[src/rtl/instr_decode_stage.sv]
// instr_decode_stage
//   Registered RV32 decode stage between fetch and execute. Each accepted
//   instruction is split into fields. The stage builds the sign-extended
//   immediate, assigns a format and a class, and flags illegal encodings.
//   A 2-entry elastic buffer (output register + skid) keeps full throughput
//   under back-pressure. in_ready comes straight from state, so it never
//   depends combinationally on out_ready.
//
// Ports
//   clk, rst            clock, synchronous active-high reset
//   flush               drop buffered and same-cycle input instructions
//   in_valid/in_ready   upstream handshake; in_instr, in_pc payload
//   out_valid/out_ready downstream handshake
//   out_pc .. out_csr_addr  decoded fields of the instruction at the head
//   illegal_count       saturating count of delivered illegal instructions
module instr_decode_stage #(
    parameter int XLEN         = 32,
    parameter int PC_W         = 32,
    parameter int ENABLE_M     = 1,
    parameter int ENABLE_ZICSR = 1,
    parameter int CNT_W        = 16
) (
    input  logic             clk,
    input  logic             rst,
    input  logic             flush,
    input  logic             in_valid,
    output logic             in_ready,
    input  logic [31:0]      in_instr,
    input  logic [PC_W-1:0]  in_pc,
    output logic             out_valid,
    input  logic             out_ready,
    output logic [PC_W-1:0]  out_pc,
    output logic [6:0]       out_opcode,
    output logic [4:0]       out_rd,
    output logic [4:0]       out_rs1,
    output logic [4:0]       out_rs2,
    output logic [2:0]       out_funct3,
    output logic [6:0]       out_funct7,
    output logic [XLEN-1:0]  out_imm,
    output logic [2:0]       out_type,
    output logic [3:0]       out_class,
    output logic             out_illegal,
    output logic [11:0]      out_csr_addr,
    output logic [CNT_W-1:0] illegal_count
);

    // Format codes
    localparam logic [2:0] T_R    = 3'd0;
    localparam logic [2:0] T_I    = 3'd1;
    localparam logic [2:0] T_S    = 3'd2;
    localparam logic [2:0] T_B    = 3'd3;
    localparam logic [2:0] T_U    = 3'd4;
    localparam logic [2:0] T_J    = 3'd5;
    localparam logic [2:0] T_NONE = 3'd7;

    // Class codes
    localparam logic [3:0] C_ALU_R  = 4'd0;
    localparam logic [3:0] C_ALU_I  = 4'd1;
    localparam logic [3:0] C_LOAD   = 4'd2;
    localparam logic [3:0] C_STORE  = 4'd3;
    localparam logic [3:0] C_BRANCH = 4'd4;
    localparam logic [3:0] C_JAL    = 4'd5;
    localparam logic [3:0] C_JALR   = 4'd6;
    localparam logic [3:0] C_LUI    = 4'd7;
    localparam logic [3:0] C_AUIPC  = 4'd8;
    localparam logic [3:0] C_FENCE  = 4'd9;
    localparam logic [3:0] C_SYSTEM = 4'd10;
    localparam logic [3:0] C_MULDIV = 4'd11;
    localparam logic [3:0] C_ILL    = 4'd15;

    typedef enum logic [1:0] {S_EMPTY, S_ONE, S_TWO} state_t;

    typedef struct packed {
        logic [PC_W-1:0] pc;
        logic [6:0]      opcode;
        logic [4:0]      rd;
        logic [4:0]      rs1;
        logic [4:0]      rs2;
        logic [2:0]      funct3;
        logic [6:0]      funct7;
        logic [XLEN-1:0] imm;
        logic [2:0]      typ;
        logic [3:0]      cls;
        logic            illegal;
        logic [11:0]     csr_addr;
    } dec_t;

    state_t state_q, state_d;
    dec_t   out_q, skid_q, dec;
    logic   load_out, load_skid, out_from_skid;
    logic   in_xfer, out_xfer;
    logic [CNT_W-1:0] cnt_q;

    // ------------------------------------------------------------------
    // Combinational decode of the incoming instruction
    // ------------------------------------------------------------------
    logic [6:0]         op;
    logic [2:0]         f3;
    logic [6:0]         f7;
    logic [2:0]         fmt;
    logic [3:0]         cls;
    logic               legal;
    logic signed [31:0] imm32;

    assign op = in_instr[6:0];
    assign f3 = in_instr[14:12];
    assign f7 = in_instr[31:25];

    always_comb begin
        fmt   = T_NONE;
        cls   = C_ILL;
        legal = 1'b1;
        case (op)
            7'b0110011: begin
                fmt = T_R;
                if (f7 == 7'b0000000)
                    cls = C_ALU_R;
                else if (f7 == 7'b0100000 && (f3 == 3'b000 || f3 == 3'b101))
                    cls = C_ALU_R;
                else if (f7 == 7'b0000001 && ENABLE_M != 0)
                    cls = C_MULDIV;
                else
                    legal = 1'b0;
            end
            7'b0010011: begin
                fmt = T_I;
                cls = C_ALU_I;
                // Shift-immediates reuse funct7 as a sub-opcode
                if (f3 == 3'b001 && f7 != 7'b0000000)
                    legal = 1'b0;
                if (f3 == 3'b101 && f7 != 7'b0000000 && f7 != 7'b0100000)
                    legal = 1'b0;
            end
            7'b0000011: begin
                fmt = T_I;
                cls = C_LOAD;
                if (f3 == 3'b011 || f3 == 3'b110 || f3 == 3'b111)
                    legal = 1'b0;
            end
            7'b0100011: begin
                fmt = T_S;
                cls = C_STORE;
                if (f3 >= 3'b011)
                    legal = 1'b0;
            end
            7'b1100011: begin
                fmt = T_B;
                cls = C_BRANCH;
                if (f3 == 3'b010 || f3 == 3'b011)
                    legal = 1'b0;
            end
            7'b1100111: begin
                fmt = T_I;
                cls = C_JALR;
                if (f3 != 3'b000)
                    legal = 1'b0;
            end
            7'b1101111: begin
                fmt = T_J;
                cls = C_JAL;
            end
            7'b0110111: begin
                fmt = T_U;
                cls = C_LUI;
            end
            7'b0010111: begin
                fmt = T_U;
                cls = C_AUIPC;
            end
            7'b0001111: begin
                fmt = T_I;
                cls = C_FENCE;
                if (f3 != 3'b000 && f3 != 3'b001)
                    legal = 1'b0;
            end
            7'b1110011: begin
                fmt = T_I;
                cls = C_SYSTEM;
                if (f3 == 3'b100)
                    legal = 1'b0;
                else if (f3 == 3'b000) begin
                    // Only the exact privileged encodings are accepted
                    if (in_instr != 32'h0000_0073 && in_instr != 32'h0010_0073 &&
                        in_instr != 32'h3020_0073 && in_instr != 32'h1050_0073)
                        legal = 1'b0;
                end else if (ENABLE_ZICSR == 0)
                    legal = 1'b0;
            end
            default: legal = 1'b0;
        endcase
        if (in_instr[1:0] != 2'b11)
            legal = 1'b0;
    end

    always_comb begin
        case (fmt)
            T_I:     imm32 = {{20{in_instr[31]}}, in_instr[31:20]};
            T_S:     imm32 = {{20{in_instr[31]}}, in_instr[31:25], in_instr[11:7]};
            T_B:     imm32 = {{19{in_instr[31]}}, in_instr[31], in_instr[7],
                              in_instr[30:25], in_instr[11:8], 1'b0};
            T_U:     imm32 = {in_instr[31:12], 12'b0};
            T_J:     imm32 = {{11{in_instr[31]}}, in_instr[31], in_instr[19:12],
                              in_instr[20], in_instr[30:21], 1'b0};
            default: imm32 = '0;
        endcase
    end

    always_comb begin
        dec        = '0;
        dec.pc     = in_pc;
        dec.opcode = op;
        if (!legal) begin
            dec.typ     = T_NONE;
            dec.cls     = C_ILL;
            dec.illegal = 1'b1;
        end else begin
            dec.typ = fmt;
            dec.cls = cls;
            dec.imm = XLEN'(imm32);
            if (fmt == T_R || fmt == T_I || fmt == T_U || fmt == T_J)
                dec.rd = in_instr[11:7];
            if (fmt == T_R || fmt == T_I || fmt == T_S || fmt == T_B)
                dec.rs1 = in_instr[19:15];
            if (fmt == T_R || fmt == T_S || fmt == T_B)
                dec.rs2 = in_instr[24:20];
            if (fmt != T_U && fmt != T_J)
                dec.funct3 = f3;
            if (fmt == T_R) begin
                dec.funct7 = f7;
                dec.imm    = '0;
            end
            if (cls == C_SYSTEM)
                dec.csr_addr = in_instr[31:20];
        end
    end

    // ------------------------------------------------------------------
    // Elastic buffer control: state register / next state / outputs
    // ------------------------------------------------------------------
    always_ff @(posedge clk) begin
        if (rst)
            state_q <= S_EMPTY;
        else
            state_q <= state_d;
    end

    assign in_xfer  = in_valid & in_ready;
    assign out_xfer = out_valid & out_ready;

    always_comb begin
        state_d       = state_q;
        load_out      = 1'b0;
        load_skid     = 1'b0;
        out_from_skid = 1'b0;
        if (flush) begin
            state_d = S_EMPTY;
        end else begin
            case (state_q)
                S_EMPTY: begin
                    if (in_xfer) begin
                        state_d  = S_ONE;
                        load_out = 1'b1;
                    end
                end
                S_ONE: begin
                    if (in_xfer && out_xfer)
                        load_out = 1'b1;
                    else if (in_xfer) begin
                        state_d   = S_TWO;
                        load_skid = 1'b1;
                    end else if (out_xfer)
                        state_d = S_EMPTY;
                end
                S_TWO: begin
                    if (out_xfer) begin
                        state_d       = S_ONE;
                        load_out      = 1'b1;
                        out_from_skid = 1'b1;
                    end
                end
                default: state_d = S_EMPTY;
            endcase
        end
    end

    always_comb begin
        in_ready  = (state_q != S_TWO);
        out_valid = (state_q != S_EMPTY);
    end

    // ------------------------------------------------------------------
    // Payload registers and illegal counter
    // ------------------------------------------------------------------
    always_ff @(posedge clk) begin
        if (rst) begin
            out_q  <= '0;
            skid_q <= '0;
        end else begin
            if (load_out)
                out_q <= out_from_skid ? skid_q : dec;
            if (load_skid)
                skid_q <= dec;
        end
    end

    always_ff @(posedge clk) begin
        if (rst)
            cnt_q <= '0;
        else if (out_xfer && out_q.illegal && cnt_q != '1)
            cnt_q <= cnt_q + CNT_W'(1);
    end

    assign out_pc        = out_q.pc;
    assign out_opcode    = out_q.opcode;
    assign out_rd        = out_q.rd;
    assign out_rs1       = out_q.rs1;
    assign out_rs2       = out_q.rs2;
    assign out_funct3    = out_q.funct3;
    assign out_funct7    = out_q.funct7;
    assign out_imm       = out_q.imm;
    assign out_type      = out_q.typ;
    assign out_class     = out_q.cls;
    assign out_illegal   = out_q.illegal;
    assign out_csr_addr  = out_q.csr_addr;
    assign illegal_count = cnt_q;

endmodule

[config.mk]
export PLATFORM = sky130hd
export DESIGN_NAME = instr_decode_stage
export DESIGN_NICKNAME = d
export VERILOG_FILES = /design/src/rtl/instr_decode_stage.sv
export SDC_FILE = /design/constraint.sdc
export NUM_CORES = 1
export LEC_CHECK = 0
export CAP_MARGIN = 25
export CORE_ASPECT_RATIO = 2
export CORE_MARGIN = 2
export CORE_UTILIZATION = 47
export DETAILED_ROUTE_END_ITERATION = 7
export PLACE_DENSITY_LB_ADDON = 0.12
export SLEW_MARGIN = 40
export SYNTH_ARGS = -nofsm -noshare
export SYNTH_HDL_FRONTEND = slang
export SYNTH_SLANG_ARGS = --single-unit
[constraint.sdc]
create_clock -name clk -period 2.6 [get_ports clk]
set_input_delay 0.39 -clock clk [delete_from_list [all_inputs] [get_ports clk]]
set_output_delay 0.39 -clock clk [all_outputs]
set_load 0.01 [all_outputs]
==> summary by stage, run 1 <==
Finish
The most frequent standard cell in the layout excluding fill and tap cells is sky130_fd_sc_hd__dfxtp_1. In the layout the commonest cells are sky130_fd_sc_hd__dfxtp_1 (250), sky130_fd_sc_hd__nand2_1 (237), sky130_fd_sc_hd__clkdlybuf4s50_1 (198), sky130_fd_sc_hd__nor2_1 (184), sky130_fd_sc_hd__buf_4 (126). After the flow finishes, the layout carries non-filler instances totaling 1,853. The net count of the finished layout is 1,630.

The repair_antennas step left the layout with diodes totalling 0. The area growth from synthesis to layout is 37.66%. The finished cells cover 14,620 um^2. Cells fill 65.97% of the core in the end. The layout cell share with drive strength beyond 1 is 13.00%.

Global routing
The number of antenna violations at the first check in global routing is 0. Summed over all layers, the global routing overflow is 0. The first global-routing pass estimated 53.80 mm of wire. Entering global routing, the biggest net connects 111 pins. For this run, the total global-route usage over all layers was measured as 28.41%.

The number of global-route vias before repair is 10.33k.

Route
The number of nets with antenna violations after detailed routing is 0. For this run, design rule violations remaining after detail routing come to 0. The number of search-and-repair iterations in the first detailed-routing pass is 6. Summed over all layers, the routed wires come to 34.63 mm. The total number of vias is 10.58k.

The number of DRC violations after detailed-routing iteration 0 is 679. The via density per instance is 5.710. Dividing the detail-routed wire length by the instance count gives 18.69 um.

Timing
The share of the clock period used by the worst path is 97.48%. The max-slew violation count is 0. On the final layout, the worst hold slack is 0.1226 ns. The headroom to the max-slew limit is 48.09%. After layout, the minimum clock period comes to 2.535 ns. Setup repair after global routing could not meet its margin everywhere. The maximum clock frequency is 394.6 MHz. The clock arrives with 0.01697 ns of skew. Setup violations remaining at the end of the flow were counted as 0. The hold violation total from the final report came to 0. The pin slew with the least headroom to its limit is 0.7779 ns.

Power and ir drop
The reported leakage power is 5.358 nW. The peak supply drop is 0.6150 mV. Power comes to 8.796 mW. In this run the power density over the cells is 601.7 nW/um^2.

Yosys
The synthesized flop and latch total is 250. The synthesized netlist occupies a cell area of 10,620 um^2. The post-synth net total is 1,384.

After synthesis, the share of flip-flops with an asynchronous set or reset is 0%. Summing the sequential cell areas from Yosys gives 47.13% of the chip area. The number of enable flip-flop cells after synthesis is 0. The cell count after synthesis came out at 1,314. Synthesis instantiated 65 different standard cells from the library. The prevailing post-synth register cell is sky130_fd_sc_hd__dfxtp_1. A synthesized cell averages 8.081 um^2. For this run, the number of Yosys warnings is 0.

CTS
Counting along the longest clock path gives a buffer depth of 3. The TritonCTS clock tree is built. After clock tree synthesis, the setup repair step added 0 buffers.

After clock tree synthesis, the clock-pin slew on the worst setup and hold paths is 0.07 ns. The clock latency of the later-clocked register in the worst-skew pair is 0.53 ns. In this run the number of H-tree levels came out at 1. The number of clock sinks is 250. The root buffer cell is sky130_fd_sc_hd__clkbuf_16. The total clock buffers created by CTS is 23.

Worst setup path
The origin of the worst setup path is in_instr[1]. The data arrival time of the worst path is 2.97 ns. The terminus of the critical flop-to-flop path is out_imm[15]. The count of buffer and inverter cells on the critical path is 1. Counting cells, the worst reg-to-reg path comes to 7. The critical path goes through clkdlybuf4s50_1, and4bb_2, nand4b_1, nand2_1, or4_4, nor2_1, nor2_1, a211oi_1. The worst endpoint required time is 3.03 ns. The library cell contributing the largest single delay on the critical path is sky130_fd_sc_hd__or4_4. The cell repeated most along the worst path is sky130_fd_sc_hd__nor2_1.

The register-to-register setup slack is 0.39 ns. Broken down by cell family, the worst path's largest delay share belongs to simple AND/OR/NAND/NOR gates. Of all nets on the critical path, the largest fanout is 6. The endpoint class of the critical path is a flip-flop. The total stage count of the critical path is 8. The critical path start-end classification is in -> reg. The startpoint identified for the worst register-to-register timing path is state_q[1].

The delay contributed by the slowest stage of the critical path is 0.58 ns. The timing endpoint of the critical path is skid_q[15]. The worst setup path is launched from an input port.

Status
The run finished with clean final reports.

Floorplan
The number of top-level pins is 203. The floorplan step set the die height to 216.6 um. The width of the die is 110.3 um.

The starting density of the core is 47.92%. The floorplan step defined a die boundary enclosing 23,880 um^2. The core box area is 22,160 um^2.

The number of rows created at floorplan is 77.

Placed design
The quantity of I/O buffers inserted on ports is 202. At the end of routability-driven placement, the weighted congestion stood at 0.9341. The post-placement cell area is 13,720 um^2.

The placed instance count is 1,811. The HPWL after detailed placement is 24.46 mm.

Flow run
The max capacitance violation total is 0.

Hold path
The beginning of the worst hold path is rst. The worst hold path class is in -> reg.
[synthesized netlist by cell type (3+ instances only)]
master	n	share of area [%]
sky130_fd_sc_hd__a221oi_1	13	1.1
sky130_fd_sc_hd__o2bb2ai_1	7	0.58
sky130_fd_sc_hd__o21ai_0	50	2.4
sky130_fd_sc_hd__buf_2	7	0.33
sky130_fd_sc_hd__inv_1	4	0.14
sky130_fd_sc_hd__a21o_1	14	0.99
sky130_fd_sc_hd__buf_1	3	0.11
sky130_fd_sc_hd__nand2b_1	4	0.24
sky130_fd_sc_hd__a21oi_1	96	4.5
sky130_fd_sc_hd__a22o_1	13	1.1
sky130_fd_sc_hd__and2_1	9	0.53
sky130_fd_sc_hd__xnor2_1	4	0.33
sky130_fd_sc_hd__and3_1	12	0.71
sky130_fd_sc_hd__nor2b_1	9	0.53
sky130_fd_sc_hd__a211oi_1	34	2.4
sky130_fd_sc_hd__a311oi_1	40	3.3
sky130_fd_sc_hd__nand3_1	30	1.4
sky130_fd_sc_hd__or2_2	3	0.18
sky130_fd_sc_hd__a32oi_1	31	2.6
sky130_fd_sc_hd__xor2_1	12	0.99
sky130_fd_sc_hd__a22oi_1	21	1.5
sky130_fd_sc_hd__a31oi_1	6	0.35
sky130_fd_sc_hd__nand3b_1	21	1.5
sky130_fd_sc_hd__dfxtp_1	250	47
sky130_fd_sc_hd__nor3_1	22	1.0
sky130_fd_sc_hd__nand2_1	237	8.4
sky130_fd_sc_hd__o22ai_1	7	0.41
sky130_fd_sc_hd__o21ai_1	8	0.38
sky130_fd_sc_hd__nor4_1	5	0.29
sky130_fd_sc_hd__nor2_1	186	6.6
sky130_fd_sc_hd__clkbuf_1	105	3.7
sky130_fd_sc_hd__nand4_1	9	0.53
[metal layers]
layer / track usage, % / wire (um) / part of all wire (%)
met2: 52.58 / 18600 / 54
met4: 12.38 / 1441 / 4.2
met1: 31.10 / 12720 / 37
met3: 4.000 / 1858 / 5.4
met5: 0 / 0 / 0
[how the worst min path moves through the flow]
stage                 endpoint  cells after the start
floorplan           skid_q[72]                      2
global placement    skid_q[37]                      2
detailed placement  skid_q[37]                      2
CTS                 out_rs2[1]                      2
global route        out_rs2[1]                      2
finish              out_rs2[1]                      2
[worst register-to-register path: cells and delay by family, from the launching register on]
family                 cells  cell delay, ns
buffers and inverters      3            0.74
AND/OR/NAND/NOR            2            0.49
AO/OA/AOI/OAI              2            0.45
flip-flops                 1            0.44
[kinds of logic after synthesis]
family,after synthesis,share of synthesized area (%)
AOI/OAI and AO/OA,357,23.12
xor gates and xnor gates,16,1.320
adders and majority gates,1,0.1178
buffers and inverters,124,4.689
DFF,250,47.13
muxes,1,0.09427
and+or+nand+nor,565,23.53
[state kept, by name, indices dropped and copies added, names as in the netlist]
signal and cells:
illegal_count 16, out_class 4, out_csr_addr 12, out_funct3 3, out_funct7 7, out_illegal 1
out_imm 32, out_opcode 7, out_pc 32, out_rd 5, out_rs1 5, out_rs2 5
out_type 3, skid_q 116, state_q 2
[stage by stage]
step	worst slack (ns)	TNS [ns]
2_1_floorplan	0.04946	0
3_3_place_gp	-0.5224	-59.39
4_1_cts	0.04530	0
5_1_grt	-0.01245	-0.04152
3_5_place_dp	-0.6015	-65.51
6_report	0.06547	0
[power by group]
group / internal [mW] / switching (mW)
combinational: 0.513 / 0.531
clock: 2.24 / 1.52
sequential: 3.94 / 0.0607
[layout make-up]
type	instances	area [um^2]
clock buffer	31	675.6
fill	1917	7541
timing repair buffer	341	3224
multi-input combinational	940	5181
sequential	250	5005
tap	276	345.3
clock inverter	11	171.4
inverter	4	15.01
[repair_timing]
item	4_1_cts	5_1_grt
endpoints found under the setup margin	21	44
hold buffers	0	0
resized for setup	4	7
pin swaps	1	5
No activity file was read; power rests on OpenSTA's default activity.
==> run 2, diff against run 1 <==
==> constraint.sdc (replaced) <==
create_clock -name clk -period 2.2 [get_ports clk]
set_input_delay 0.33 -clock clk [delete_from_list [all_inputs] [get_ports clk]]
set_output_delay 0.33 -clock clk [all_outputs]
set_load 0.01 [all_outputs]
==> run 2 against run 1 <==
  * The run now ends with setup timing left
  * Via count up 2.1%
  * Register-to-register slack worse by 0.14 ns
  * Cell count up 1.6%
  * Global-route usage up 0.68 points
  * Final area up 3.9%
  * Wire length up 2.7%
  * Non-clock buffer count up 30
  * Largest cell class unchanged
  * Highest routed layer unchanged
==> summary by stage, run 2 (synthesized netlist as in run 1, its figures left out) <==
Timing
The final critical delay including setup and external delays is 2.253 ns. The hold violation total from the final report is 0. The maximum clock frequency is 443.9 MHz. The total of endpoints with negative setup slack in the final report is 20. After layout, the worst setup slack is -0.05253 ns.

Measured against its own limit, the worst slew margin works out to 62.66%. The share of the clock period used by the worst path is 102.4%. Setup repair after global routing could not meet its margin everywhere. The max-slew violation count is 0. The worst hold margin is 0.09749 ns. For the pin with the worst max-slew slack, the measured transition is 0.5564 ns.

The clock tree skew after final layout is 0.008095 ns.

Power and ir drop
The design internal power is 7.533 mW. The peak supply drop is 0.6028 mV. In this run the power density over the cells is 660.1 nW/um^2.

The share of power burned in registers is 47.2%. The reported net switching power is 2.489 mW. The part of the power in combinational logic is 13.0%. For this design the static power due to leakage is 5.620 nW.

Net switching is 24.84% of the power. Per report_power, the clock group accounts for 39.8% of the total.

Route
After detailed routing, the total wire length is 35.58 mm. Dividing the detail-routed via count by the number of cells gives 5.737. In the routed design, unresolved DRC markers number 0. The number of search-and-repair iterations in the first detailed-routing pass is 5. The number of nets with antenna violations after detailed routing is 0. The wire length per cell is 18.90 um.

The number of DRC violations after detailed-routing iteration 0 is 902. The detailed router placed 10.80k vias in this run.

Worst setup path
The startpoint identified for the worst register-to-register timing path is state_q[1]. The worst endpoint required time is 2.67 ns. The endpoint identified for the worst register-to-register timing path is out_illegal.

The endpoint class of the critical path is a flip-flop. The number of cells on the worst reg-to-reg path is 10. The critical path startpoint category is an input port.

The data arrival time of the worst path is 2.72 ns. Along the worst path, the maximum fanout reaches 5. The setup check on the worst reg-to-reg path leaves a slack of 0.25 ns. The critical path start-end classification is in -> reg.

CTS
Counting the buffers created by CTS gives 23. Clock-pin slew was measured on the worst setup and hold paths at 0.07 ns. The maximum level of the CTS H-tree is 1. The TritonCTS clock tree is built. Clock latency on the worst-skew pair, taken at its later pin, is 0.53 ns. The clock passes through at most 3 buffers. The number of clock sinks is 250. The root buffer cell chosen for the clock tree is sky130_fd_sc_hd__clkbuf_16.

Global routing
The number of antenna violations at the first check in global routing is 1. The pin count of the biggest net entering global routing is 49. The total routing resource utilization after global routing is 29.09%. The number of global-route vias before repair was 10.65k. The global-route wire length before repair is 54.87 mm.

The total overflow left after global routing is 0.

Finish
The layout overhead on the synthesized area is 42.98%. The most flop-heavy register is skid_q. The register with the most flip-flops in the layout has 116 of them. The top cell types in the final layout, fill and taps aside, are sky130_fd_sc_hd__dfxtp_1 (250), sky130_fd_sc_hd__nand2_1 (235), sky130_fd_sc_hd__clkdlybuf4s50_1 (181), sky130_fd_sc_hd__nor2_1 (180), sky130_fd_sc_hd__buf_4 (141). The number of fill cells in the layout is 1,865. The final design utilization is 68.52%.

The library cell used most frequently in the layout, excluding fill and tap cells, is sky130_fd_sc_hd__dfxtp_1. In the final design database the tool counted 1,660 nets. After routing the design area is 15,180 um^2.

The finished layout holds 1,882 standard cells, fillers aside. The layout cell share with drive strength beyond 1 is 17.76%.

Placed design
Counting tap cells, the placed design contains a total of 1,824 instances. The HPWL after detailed placement is 24.80 mm. Once placement finished, the instance area stood at 13,920 um^2. Port buffering added 202 buffers. The final estimated routing congestion in global placement is 0.9109.

Status
The run finished, with violations left. The checks that failed: setup timing.

Hold path
The worst min-delay path endpoint is skid_q[78]. The number of cells on the worst hold path is 3. In this run the most critical hold path is launched from in_instr[1]. The min-delay analysis places its worst path in the category in -> reg.

Floorplan
Measured along the y axis, the die boundary spans 216.6 um. From left edge to right edge, the die measures 110.3 um. The starting density of the core is 47.92%. The number of rows created at floorplan is 77. In this run the standard cell core region covers 22,160 um^2.

203 I/O pins were placed. The die covers 23,880 um^2.

Flow run
The tool flagged a number of max-cap violations equal to 0.
run 2: area by class of cell:
class                      count  area (um^2)  share of cell area, %
tap                          276        345.3                  2.274
inverter                       4        15.01                0.09889
clock buffer                  30        661.9                  4.359
multi-input combinational    940         5455                  35.93
sequential                   250         5005                  32.96
antenna                        1        2.502                0.01648
timing repair buffer         371         3620                  23.84
clock inverter                10        78.83                 0.5192
run 2: worst max-delay path by stage:
stage	startpoint	end	slack (ns)	cells past startpoint
floorplan	in_instr[25]	out_funct3[0]	-0.29	9
global placement	in_instr[25]	out_funct3[2]	-0.89	9
detailed placement	in_instr[25]	out_rs2[4]	-0.93	9
CTS	in_instr[25]	skid_q[8]	-0.13	12
global route	in_instr[27]	skid_q[27]	-0.09	12
finish	in_instr[27]	skid_q[30]	-0.05	12
run 2: critical path: stages:
cell,delay (ns)
sky130_fd_sc_hd__buf_6,0.09
sky130_fd_sc_hd__or4_4,0.54
sky130_fd_sc_hd__or3_4,0.36
sky130_fd_sc_hd__a2111oi_4,0.39
sky130_fd_sc_hd__nor4_4,0.09
sky130_fd_sc_hd__buf_4,0.16
sky130_fd_sc_hd__buf_6,0.11
sky130_fd_sc_hd__a21oi_4,0.14
sky130_fd_sc_hd__buf_12,0.15
sky130_fd_sc_hd__clkbuf_16,0.15
sky130_fd_sc_hd__a32oi_1,0.09
sky130_fd_sc_hd__nor2_1,0.10
run 2: power by group through the flow:
stage | Clock (mW) | Combinational [mW] | Sequential (mW)
CTS | 4.06 | 1.28 | 4.73
global route | 4.21 | 1.39 | 4.74
floorplan | 0 | 0.481 | 4.88
finish | 3.99 | 1.30 | 4.73
detailed placement | 0 | 1.25 | 4.83
global placement | 0 | 1.24 | 4.83
run 2: metal layers:
metal | part of all wire (%) | up-vias | track usage, %
li1 | - | 5199 | -
met1 | 36 | 5098 | 30.95
met2 | 53 | 384 | 52.99
met3 | 5.4 | 116 | 3.940
met4 | 5.9 | 0 | 16.58
met5 | 0 | - | 0
run 2: stage by stage:
stage | total power, mW | setup WS [ns] | TNS (ns)
finish | 10.02 | -0.05253 | -0.5199
global route | 10.34 | -0.09256 | -1.985
CTS | 10.07 | -0.1340 | -3.685
detailed placement | 6.080 | -0.9279 | -110.68
global placement | 6.070 | -0.8908 | -107.61
floorplan | 5.358 | -0.2874 | -25.42
run 2: what timing repair did:
action,CTS,global route
endpoints found under the setup margin,138,113
endpoints found under the hold margin,0,0
pin swaps,59,33
hold buffers,0,0
gates cloned,5,1
resized for setup,59,40
buffers inserted,12,0
